--- config.mk ---
export PLATFORM = sky130hd
export DESIGN_NAME = ecc_wr_encoder_pipe
export DESIGN_NICKNAME = d
export VERILOG_FILES = /design/src/rtl/ecc_secded_pkg.sv /design/src/rtl/secded_39_32_enc.sv /design/src/rtl/ecc_wr_encoder_pipe.sv
export SDC_FILE = /design/constraint.sdc
export NUM_CORES = 1
export LEC_CHECK = 0
export CAP_MARGIN = 25
export CORE_MARGIN = 3
export CORE_UTILIZATION = 40
export DETAILED_ROUTE_END_ITERATION = 12
export PLACE_DENSITY = 0.75
export SYNTH_ARGS = -nofsm -noshare
export SYNTH_HDL_FRONTEND = slang
export SYNTH_SLANG_ARGS = --single-unit
--- constraint.sdc ---
create_clock -name clk_i -period 2.4 [get_ports clk_i]
set_clock_uncertainty 0.2 [all_clocks]
set_input_delay 0.6 -clock clk_i [delete_from_list [all_inputs] [get_ports clk_i]]
set_output_delay 0.6 -clock clk_i [all_outputs]
set_load 0.05 [all_outputs]
--- src/rtl/ecc_secded_pkg.sv ---
// Shared constants, encode function and init-sequencer states for the 39/32 Hsiao SECDED write path.
package ecc_secded_pkg;

    localparam int SecdedDataW = 32;
    localparam int SecdedCodeW = 39;
    localparam int SecdedChkW  = SecdedCodeW - SecdedDataW;

    // Entry k selects the data bits covered by check bit k; each data bit is covered by exactly three.
    localparam logic [SecdedChkW-1:0][SecdedDataW-1:0] SecdedMask = {
        32'h93360FA2,
        32'h047D6456,
        32'h4D12083D,
        32'h72C05A53,
        32'h8CC1B6A1,
        32'hEA2AB148,
        32'h318DC18C
    };

    typedef enum logic [1:0] {
        IDLE,
        FLUSH,
        INIT
    } init_state_e;

    function automatic logic [SecdedCodeW-1:0] secded_39_32_encode(input logic [SecdedDataW-1:0] data);
        logic [SecdedChkW-1:0] chk;
        for (int k = 0; k < SecdedChkW; k++) begin
            chk[k] = ^(data & SecdedMask[k]);
        end
        return {chk, data};
    endfunction

endpackage

--- src/rtl/secded_39_32_enc.sv ---
// Combinational Hsiao 39/32 encoder: codeword = {check[6:0], data[31:0]}.
module secded_39_32_enc
    import ecc_secded_pkg::*;
(
    input  logic [SecdedDataW-1:0] data_i,
    output logic [SecdedCodeW-1:0] codeword_o
);

    logic [SecdedChkW-1:0] chk;

    for (genvar gi = 0; gi < SecdedChkW; gi++) begin : g_chk
        assign chk[gi] = ^(data_i & SecdedMask[gi]);
    end

    assign codeword_o = {chk, data_i};

endmodule

--- src/rtl/ecc_wr_encoder_pipe.sv ---
// Write-path SECDED encoder: registered output stage, 1-entry skid and post-reset init sweep.
// Define ECC_ERR_INJECT_EN to add inj_mask_i, XORed into every codeword loaded into the output stage.
module ecc_wr_encoder_pipe
    import ecc_secded_pkg::*;
#(
    parameter int          AddrWidth = 10,
    parameter int          Depth     = 1024,
    parameter logic [31:0] InitData  = 32'h0
) (
    input  logic                   clk_i,
    input  logic                   rst_i,
    input  logic                   req_valid_i,
    output logic                   req_ready_o,
    input  logic [AddrWidth-1:0]   req_addr_i,
    input  logic [SecdedDataW-1:0] req_data_i,
    input  logic                   init_req_i,
    output logic                   init_busy_o,
    output logic                   init_done_o,
    output logic                   mem_valid_o,
    input  logic                   mem_ready_i,
    output logic [AddrWidth-1:0]   mem_addr_o,
    output logic [SecdedCodeW-1:0] mem_wdata_o
`ifdef ECC_ERR_INJECT_EN
    ,
    input  logic [SecdedCodeW-1:0] inj_mask_i
`endif
);

    localparam logic [AddrWidth-1:0] LastAddr = AddrWidth'(Depth - 1);

    init_state_e            state_q, state_d;
    logic                   out_valid_q, out_valid_d;
    logic [AddrWidth-1:0]   out_addr_q, out_addr_d;
    logic [SecdedCodeW-1:0] out_data_q, out_data_d;
    logic                   skid_valid_q, skid_valid_d;
    logic [AddrWidth-1:0]   skid_addr_q, skid_addr_d;
    logic [SecdedDataW-1:0] skid_data_q, skid_data_d;
    logic [AddrWidth-1:0]   cnt_q, cnt_d;
    logic                   ready_q, ready_d;
    logic                   done_q, done_d;

    logic [SecdedDataW-1:0] enc_data;
    logic [SecdedCodeW-1:0] enc_cw;
    logic [SecdedCodeW-1:0] load_cw;
    logic                   accept;
    logic                   out_free;

    assign accept   = req_valid_i & ready_q;
    assign out_free = ~out_valid_q | mem_ready_i;

    // Single encoder: the skid always has priority over a fresh request when both could load.
    always_comb begin
        enc_data = req_data_i;
        if (state_q == INIT) begin
            enc_data = InitData;
        end else if (skid_valid_q) begin
            enc_data = skid_data_q;
        end
    end

    secded_39_32_enc u_enc (
        .data_i     (enc_data),
        .codeword_o (enc_cw)
    );

`ifdef ECC_ERR_INJECT_EN
    assign load_cw = enc_cw ^ inj_mask_i;
`else
    assign load_cw = enc_cw;
`endif

    always_comb begin
        state_d      = state_q;
        out_valid_d  = out_valid_q;
        out_addr_d   = out_addr_q;
        out_data_d   = out_data_q;
        skid_valid_d = skid_valid_q;
        skid_addr_d  = skid_addr_q;
        skid_data_d  = skid_data_q;
        cnt_d        = cnt_q;
        done_d       = 1'b0;

        case (state_q)
            IDLE, FLUSH: begin
                if (out_free) begin
                    if (skid_valid_q) begin
                        out_valid_d  = 1'b1;
                        out_addr_d   = skid_addr_q;
                        out_data_d   = load_cw;
                        skid_valid_d = 1'b0;
                    end else if (accept) begin
                        out_valid_d = 1'b1;
                        out_addr_d  = req_addr_i;
                        out_data_d  = load_cw;
                    end else begin
                        out_valid_d = 1'b0;
                    end
                end else if (accept) begin
                    skid_valid_d = 1'b1;
                    skid_addr_d  = req_addr_i;
                    skid_data_d  = req_data_i;
                end

                if (state_q == IDLE && init_req_i) begin
                    state_d = FLUSH;
                end else if (state_q == FLUSH && !skid_valid_q && out_free) begin
                    state_d = INIT;
                end
            end

            INIT: begin
                if (!out_valid_q) begin
                    out_valid_d = 1'b1;
                    out_addr_d  = cnt_q;
                    out_data_d  = load_cw;
                end else if (mem_ready_i) begin
                    if (cnt_q == LastAddr) begin
                        out_valid_d = 1'b0;
                        cnt_d       = '0;
                        done_d      = 1'b1;
                        state_d     = IDLE;
                    end else begin
                        cnt_d      = cnt_q + AddrWidth'(1);
                        out_addr_d = cnt_q + AddrWidth'(1);
                        out_data_d = load_cw;
                    end
                end
            end

            default: begin
                state_d = IDLE;
            end
        endcase

        ready_d = (state_d == IDLE) && !skid_valid_d;
    end

    always_ff @(posedge clk_i) begin
        if (rst_i) begin
            state_q      <= IDLE;
            out_valid_q  <= 1'b0;
            out_addr_q   <= '0;
            out_data_q   <= '0;
            skid_valid_q <= 1'b0;
            skid_addr_q  <= '0;
            skid_data_q  <= '0;
            cnt_q        <= '0;
            ready_q      <= 1'b0;
            done_q       <= 1'b0;
        end else begin
            state_q      <= state_d;
            out_valid_q  <= out_valid_d;
            out_addr_q   <= out_addr_d;
            out_data_q   <= out_data_d;
            skid_valid_q <= skid_valid_d;
            skid_addr_q  <= skid_addr_d;
            skid_data_q  <= skid_data_d;
            cnt_q        <= cnt_d;
            ready_q      <= ready_d;
            done_q       <= done_d;
        end
    end

    assign req_ready_o = ready_q;
    assign init_busy_o = (state_q != IDLE);
    assign init_done_o = done_q;
    assign mem_valid_o = out_valid_q;
    assign mem_addr_o  = out_addr_q;
    assign mem_wdata_o = out_data_q;

endmodule

==> impl_metrics.ini, run 1 <==
[placed_design]
port_buffers = 99
dpl_cell_area_um2 = 7269
gp_congestion = 0.8628
place_worst_setup_slack_ns = -0.4960
dpl.hpwl_um = 11080

[logic_synthesis]
synth_warnings = 0
ys_types = 41
ys.flop_type = dfxtp_1
synth_nets = 738
synth_area_leader_cell = dfxtp_1
synth.area.top_cells = dfxtp_1, nand2_1, a21oi_1
synth_top_area_share_pct = 38.71
syn_avg_cell_area_um2 = 8.020
synth-seq-area-share_pct = 38.71
async_reset_ff_share_pct = 0
synthesis.area_um2 = 5534
synth_edf_count = 0
syn_inst = 690
ys_ff_latch = 107

[pwr]
power_frac_seq_pct = 35.1
p_leak_nw = 2.980
max-vdd-ir-drop_mv = 0.3456
power.net_switching_mw = 1.928
powerDensity_nw_per_um2 = 714.0
power.total_mw = 5.589
p_int_mw = 3.661
combPwrFrac_pct = 40.5
p_sw_share_pct = 34.50
clock_power_share_pct = 24.4

[routing]
met2WireLength_um = 7565
dr_wl_met3_um = 834
drt-met1-wl_um = 6792
wirelength_um = 15590
dr.pass1.iters = 5
drc = 0
wire_per_inst_um = 15.19
via_per_inst = 5.058
drtIter0Drc = 381
highest_layer = met5
antenna_left = 0
num_vias = 5190

[layout]
regArea_um2 = 2146
multi_input_area_um2 = 3284
final_area_um2 = 7828
synthToLayoutAreaGrowth_pct = 41.44
antennaDiodeCount = 0
drive_gt1_share_pct = 18.94
final_nets = 895
final_core_util_pct = 58.41
fillers = 1170

[grt]
grt_pass1_wl_um = 23810
grt_pass1_vias = 4749
antenna_found_initial = 1
grt-ovfl-total = 0
grt_max_degree = 45
grt_use_total_pct = 20.03

[run]
max_cap_viol_count = 0

[worst_setup_path]
regToRegSetupSlack_ns = 0.04
required_ns = 2.44
start_kind = input port
rr_endpoint = mem_wdata_o[37]
cp-endpoint = mem_wdata_o[34]
ff2ff_path_depth = 10
critPathCaptureType = flip-flop
worstPathArrival_ns = 2.42
crit_type = in2reg
cp-startpoint = req_data_i[13]
crit_fanout = 2
worstReg2RegStart = skid_valid_q

[sta]
setup_ws_ns = 0.01458
max_freq_mhz = 419.2
setup_viol_count_final = 0
finalCriticalPeriod_ns = 2.385
rsz0062_at_grt = true
max-slew-margin-rel_pct = 64.47
whs_ns = 0.2523
hold_violations = 0
post-route-period-util_pct = 99.39
slew_violations = 0
worst_slew_pin_slew_ns = 0.5313

[floorplanning]
core_area_um2 = 13400
die_h_um = 123.6
fp-row-count = 42
die_w_um = 123.6
start_util_pct = 41.30
pin_count = 100
dieArea_um2 = 15280

[clock_tree]
ctsHoldBuffers = 0
clockBufferDepth = 2
tritoncts = built
clkLatencyLatePin_ns = 0.35
cts.sinks = 107
root_buffer = clkbuf_16
cts_buffers = 9
path_clk_slew_ns = 0.07
h-tree-depth = 3

[outcome]
status = finished, final reports clean

[hold_path]
hold_class = reg2reg
area by class of cell:
type | count | share of cell area (%)
multi-input cells | 531 | 41.96
well taps | 176 | 2.813
clock buffers | 10 | 3.053
inverters | 2 | 0.09591
flip-flops and latches | 107 | 27.41
repair buffers | 196 | 24.30
clock inverters | 4 | 0.3676
flip-flops by register name (all words and copies together), names as in the netlist:
register	cells
skid_valid_q	1
req_ready_o	1
mem_addr_o	10
mem_wdata_o	39
cnt_q	10
skid_addr_q	10
state_q	2
init_done_o	1
skid_data_q	32
mem_valid_o	1
worst max-delay path, cell delays in order:
cell,delay [ns]
clkdlybuf4s50_1,0.48
mux2i_1,0.07
nor2_1,0.15
xnor3_1,0.46
xnor2_2,0.20
xnor3_1,0.33
nand2_1,0.07
a21oi_1,0.06
routing by layer:
layer	global-route usage [%]	vias up
met5	0	-
met4	7.543	2
met3	3.588	26
met2	32.21	140
met1	26.87	2427
li1	-	2595
synth_stat cells, types with 8 or more instances:
cell type and n:
a21oi_1 94, clkbuf_1 29, dfxtp_1 107, mux2i_1 43
nand2_1 193, nand3_1 9, nor2_1 53, o211ai_1 10
xnor2_1 50, xnor3_1 8, xor2_1 20
logic make-up after synthesis:
kind of cell,after synthesis,share of synthesized area (%)
flip-flops,107,38.71
adder cells (fa/ha/maj),1,0.2261
buffers and inverters,52,5.087
XOR/XNOR,78,14.33
multiplexers,45,8.184
AND/OR/NAND/NOR,278,20.24
AO/OA/AOI/OAI,129,13.23
power by group through the flow:
stage / registers (mW) / clock network, mW / logic [mW]
final: 1.96 / 1.36 / 2.26
after floorplan: 2.37 / 0 / 0.958
after detailed placement: 2.01 / 0 / 2.06
after global placement: 2.00 / 0 / 2.04
after global routing: 1.97 / 1.45 / 2.39
after CTS: 1.96 / 1.40 / 2.07
how the worst min path moves through the flow:
stage                          startpoint  cells after the start              end  slack [ns]
after CTS                   mem_addr_o[0]                      2    mem_addr_o[0]        0.26
after global routing       skid_data_q[5]                      2   skid_data_q[5]        0.27
after floorplan            skid_addr_q[0]                      2   skid_addr_q[0]        0.24
after detailed placement    mem_addr_o[0]                      2    mem_addr_o[0]        0.25
final                     mem_wdata_o[21]                      2  mem_wdata_o[21]        0.25
after global placement     skid_addr_q[2]                      2   skid_addr_q[2]        0.24
layout by cell type (no fill, tap or decap), types with 2 or more instances in the layout:
cell             instances
clkinvlp_4               2
a21oi_1                 94
buf_4                   89
nand2_1                193
nand3_1                  9
nor2_1                  44
clkdlybuf4s50_1         85
buf_12                  12
a211oi_1                 6
xnor2_2                 12
and3_1                   3
a211oi_2                 3
dlygate4sd2_1            2
nor2_2                  14
o21ai_0                  7
xor2_1                  19
a31oi_1                  2
nand4_1                  4
o211ai_1                10
nor2b_1                  2
dlymetal6s2s_1           6
inv_1                    2
mux2_2                   2
clkbuf_16               11
mux2i_1                 39
mux2i_2                  4
dfxtp_1                106
nor3_1                   2
xnor2_1                 38
xnor3_1                  7
through the flow:
stage | setup TNS, ns | instances
after floorplan | 0 | 690
after global placement | -3.360 | 1001
after detailed placement | -4.819 | 1001
after CTS | 0 | 1020
after global routing | -0.2891 | 1026
final | 0 | 1026
repair_timing:
| action | 4_1_cts | 5_1_grt |
|---|---|---|
| gates resized for setup | 8 | 31 |
| endpoints found under the setup margin | 3 | 27 |
| setup buffers | 5 | 4 |
| gates cloned | 0 | 2 |
| pin swaps | 11 | 20 |
Note: power is estimated with default switching activity, not from simulation.
==> inputs of run 2 (changes only) <==
--- a/config.mk
+++ b/config.mk
@@ -8,7 +8,9 @@
 export CAP_MARGIN = 25
 export CORE_MARGIN = 3
 export CORE_UTILIZATION = 40
+export CTS_CLUSTER_DIAMETER = 80
 export DETAILED_ROUTE_END_ITERATION = 12
+export MAX_ROUTING_LAYER = met4
 export PLACE_DENSITY = 0.75
 export SYNTH_ARGS = -nofsm -noshare
 export SYNTH_HDL_FRONTEND = slang
==> run 2 against run 1 <==
Via count down 1.7%. Sequential cell count unchanged. Critical path depth unchanged. Wire length down 0.40%. Combinational power about the same. Register-to-register slack about the same. Worst setup slack worse by 0.00059 ns. Total power about the same. Die area unchanged. Clock-buffer cell count unchanged. Maximum frequency about the same. Largest cell class unchanged.
==> impl_metrics.ini, run 2 (same netlist as run 1, synthesis figures left out) <==
[routing]
via_per_inst = 4.970
antenna_left = 0
drtIter0Drc = 339
wirelength_um = 15520
wire_per_inst_um = 15.11
dr.pass1.iters = 4
drc = 0
num_vias = 5104

[sta]
hold_violations = 0
max-slew-margin-rel_pct = 64.43
worst_slew_pin_slew_ns = 0.5319
rsz0062_at_grt = true
whs_ns = 0.2523
setup_viol_count_final = 0
max_freq_mhz = 419.1
finalCriticalPeriod_ns = 2.386
setup_ws_ns = 0.01399
post-route-period-util_pct = 99.42
slew_violations = 0

[run]
max_cap_viol_count = 0

[hold_path]
hold_depth = 2
hold_end = mem_wdata_o[21]
hp-start = mem_wdata_o[21]
hold_class = reg2reg

[grt]
grt_use_total_pct = 20.59
antenna_found_initial = 1
grt_pass1_vias = 4748
grt_max_degree = 45
grt_pass1_wl_um = 23840
grt-ovfl-total = 0

[worst_setup_path]
required_ns = 2.44
cp-startpoint = req_data_i[13]
regToRegSetupSlack_ns = 0.04
start_kind = input port
critPathCaptureType = flip-flop
ff2ff_path_depth = 10
crit_fanout = 2
worstReg2RegStart = skid_valid_q
crit_type = in2reg
rr_endpoint = mem_wdata_o[37]
worstPathArrival_ns = 2.43

[layout]
drive_gt1_share_pct = 18.94
largest_reg_flops = 39
final_nets = 895
final_core_util_pct = 58.43
synthToLayoutAreaGrowth_pct = 41.49
final_area_um2 = 7830
final_cell_mix = nand2_1, dfxtp_1, a21oi_1, buf_4, clkdlybuf4s50_1
layout_commonest_cell = nand2_1

[placed_design]
place_worst_setup_slack_ns = -0.4960
dpl.hpwl_um = 11080
port_buffers = 99
gp_congestion = 0.8768
dpl_cell_area_um2 = 7269

[clock_tree]
h-tree-depth = 3
cts_buffers = 9
ctsHoldBuffers = 0
clockBufferDepth = 2
tritoncts = built
root_buffer = clkbuf_16
cts.sinks = 107
clkLatencyLatePin_ns = 0.35
path_clk_slew_ns = 0.07

[pwr]
p_int_mw = 3.661
p_sw_share_pct = 34.46
max-vdd-ir-drop_mv = 0.3480
power_frac_seq_pct = 35.1
power.net_switching_mw = 1.925
combPwrFrac_pct = 40.5
p_leak_nw = 2.980
clock_power_share_pct = 24.4
power.total_mw = 5.586
powerDensity_nw_per_um2 = 713.4

[floorplanning]
die_w_um = 123.6
dieArea_um2 = 15280
pin_count = 100
fp-row-count = 42
die_h_um = 123.6
start_util_pct = 41.30
core_area_um2 = 13400

[outcome]
status = finished, final reports clean
-- run 2: cell count changes in the layout (fill, tap and decap cells not counted), sizes merged --
| cell | before | now |
|---|---|---|
| diode | 0 | 1 |
-- run 2: critical path, stage by stage --
cell             delay (ns)
clkdlybuf4s50_1        0.48
mux2i_1                0.07
nor2_1                 0.15
xnor3_1                0.46
xnor2_2                0.20
xnor3_1                0.33
nand2_1                0.07
a21oi_1                0.06
-- run 2: worst max path at each step --
stage          cells after the start  slack (ns)         endpoint
2_1_floorplan                     10        0.05    mem_addr_o[7]
3_3_place_gp                       8       -0.49  mem_wdata_o[37]
3_5_place_dp                       8       -0.50  mem_wdata_o[37]
4_1_cts                            8       0.004  mem_wdata_o[38]
5_1_grt                           10       -0.08  mem_wdata_o[37]
6_report                           8        0.01  mem_wdata_o[34]
-- run 2: power by group through the flow --
stage          sequential (mW)  combinational [mW]  clock (mW)
6_report                  1.96                2.26        1.36
5_1_grt                   1.97                2.39        1.45
4_1_cts                   1.96                2.07        1.40
3_5_place_dp              2.01                2.06           0
3_3_place_gp              2.00                2.04           0
2_1_floorplan             2.37               0.958           0
-- run 2: per-layer routing --
metal | vias to the layer above | routed length, µm | share of wire [%] | track usage [%]
li1 | 2600 | - | - | -
met1 | 2367 | 6875 | 44 | 26.92
met2 | 112 | 7489 | 48 | 32.27
met3 | 25 | 769 | 5.0 | 3.361
met4 | 0 | 389 | 2.5 | 7.543
met5 | - | 0 | 0 | -
-- run 2: per-stage QoR --
stage	setup TNS, ns	std cells
after floorplan	0	690
after global placement	-3.360	1001
after detailed placement	-4.819	1001
after CTS	0	1020
after global routing	-0.2955	1027
final	0	1027
-- run 2: layout make-up --
cell class | count | area, µm²
Tap cell | 176 | 220.2
Inverter | 2 | 7.507
Multi-Input combinational cell | 531 | 3284
Fill cell | 1169 | 5570
Antenna cell | 1 | 2.502
Clock buffer | 10 | 239.0
Sequential cell | 107 | 2146
Clock inverter | 4 | 28.78
Timing Repair Buffer | 196 | 1902
-- run 2: what timing repair did --
item,CTS,global route
pin swaps,11,20
setup buffers,5,4
setup endpoints to repair,3,27
gates cloned,0,2
gates resized for setup,8,31
endpoints found under the hold margin,0,0
==> inputs of run 3 (changes only) <==
--- a/config.mk
+++ b/config.mk
@@ -8,7 +8,7 @@
 export CAP_MARGIN = 25
 export CORE_MARGIN = 3
 export CORE_UTILIZATION = 40
-export CTS_CLUSTER_DIAMETER = 80
+export CTS_CLUSTER_DIAMETER = 30
 export DETAILED_ROUTE_END_ITERATION = 12
 export MAX_ROUTING_LAYER = met4
 export PLACE_DENSITY = 0.75
==> results of run 3 <==
The final DEF is identical to that of run 2; final timing and power are the same.
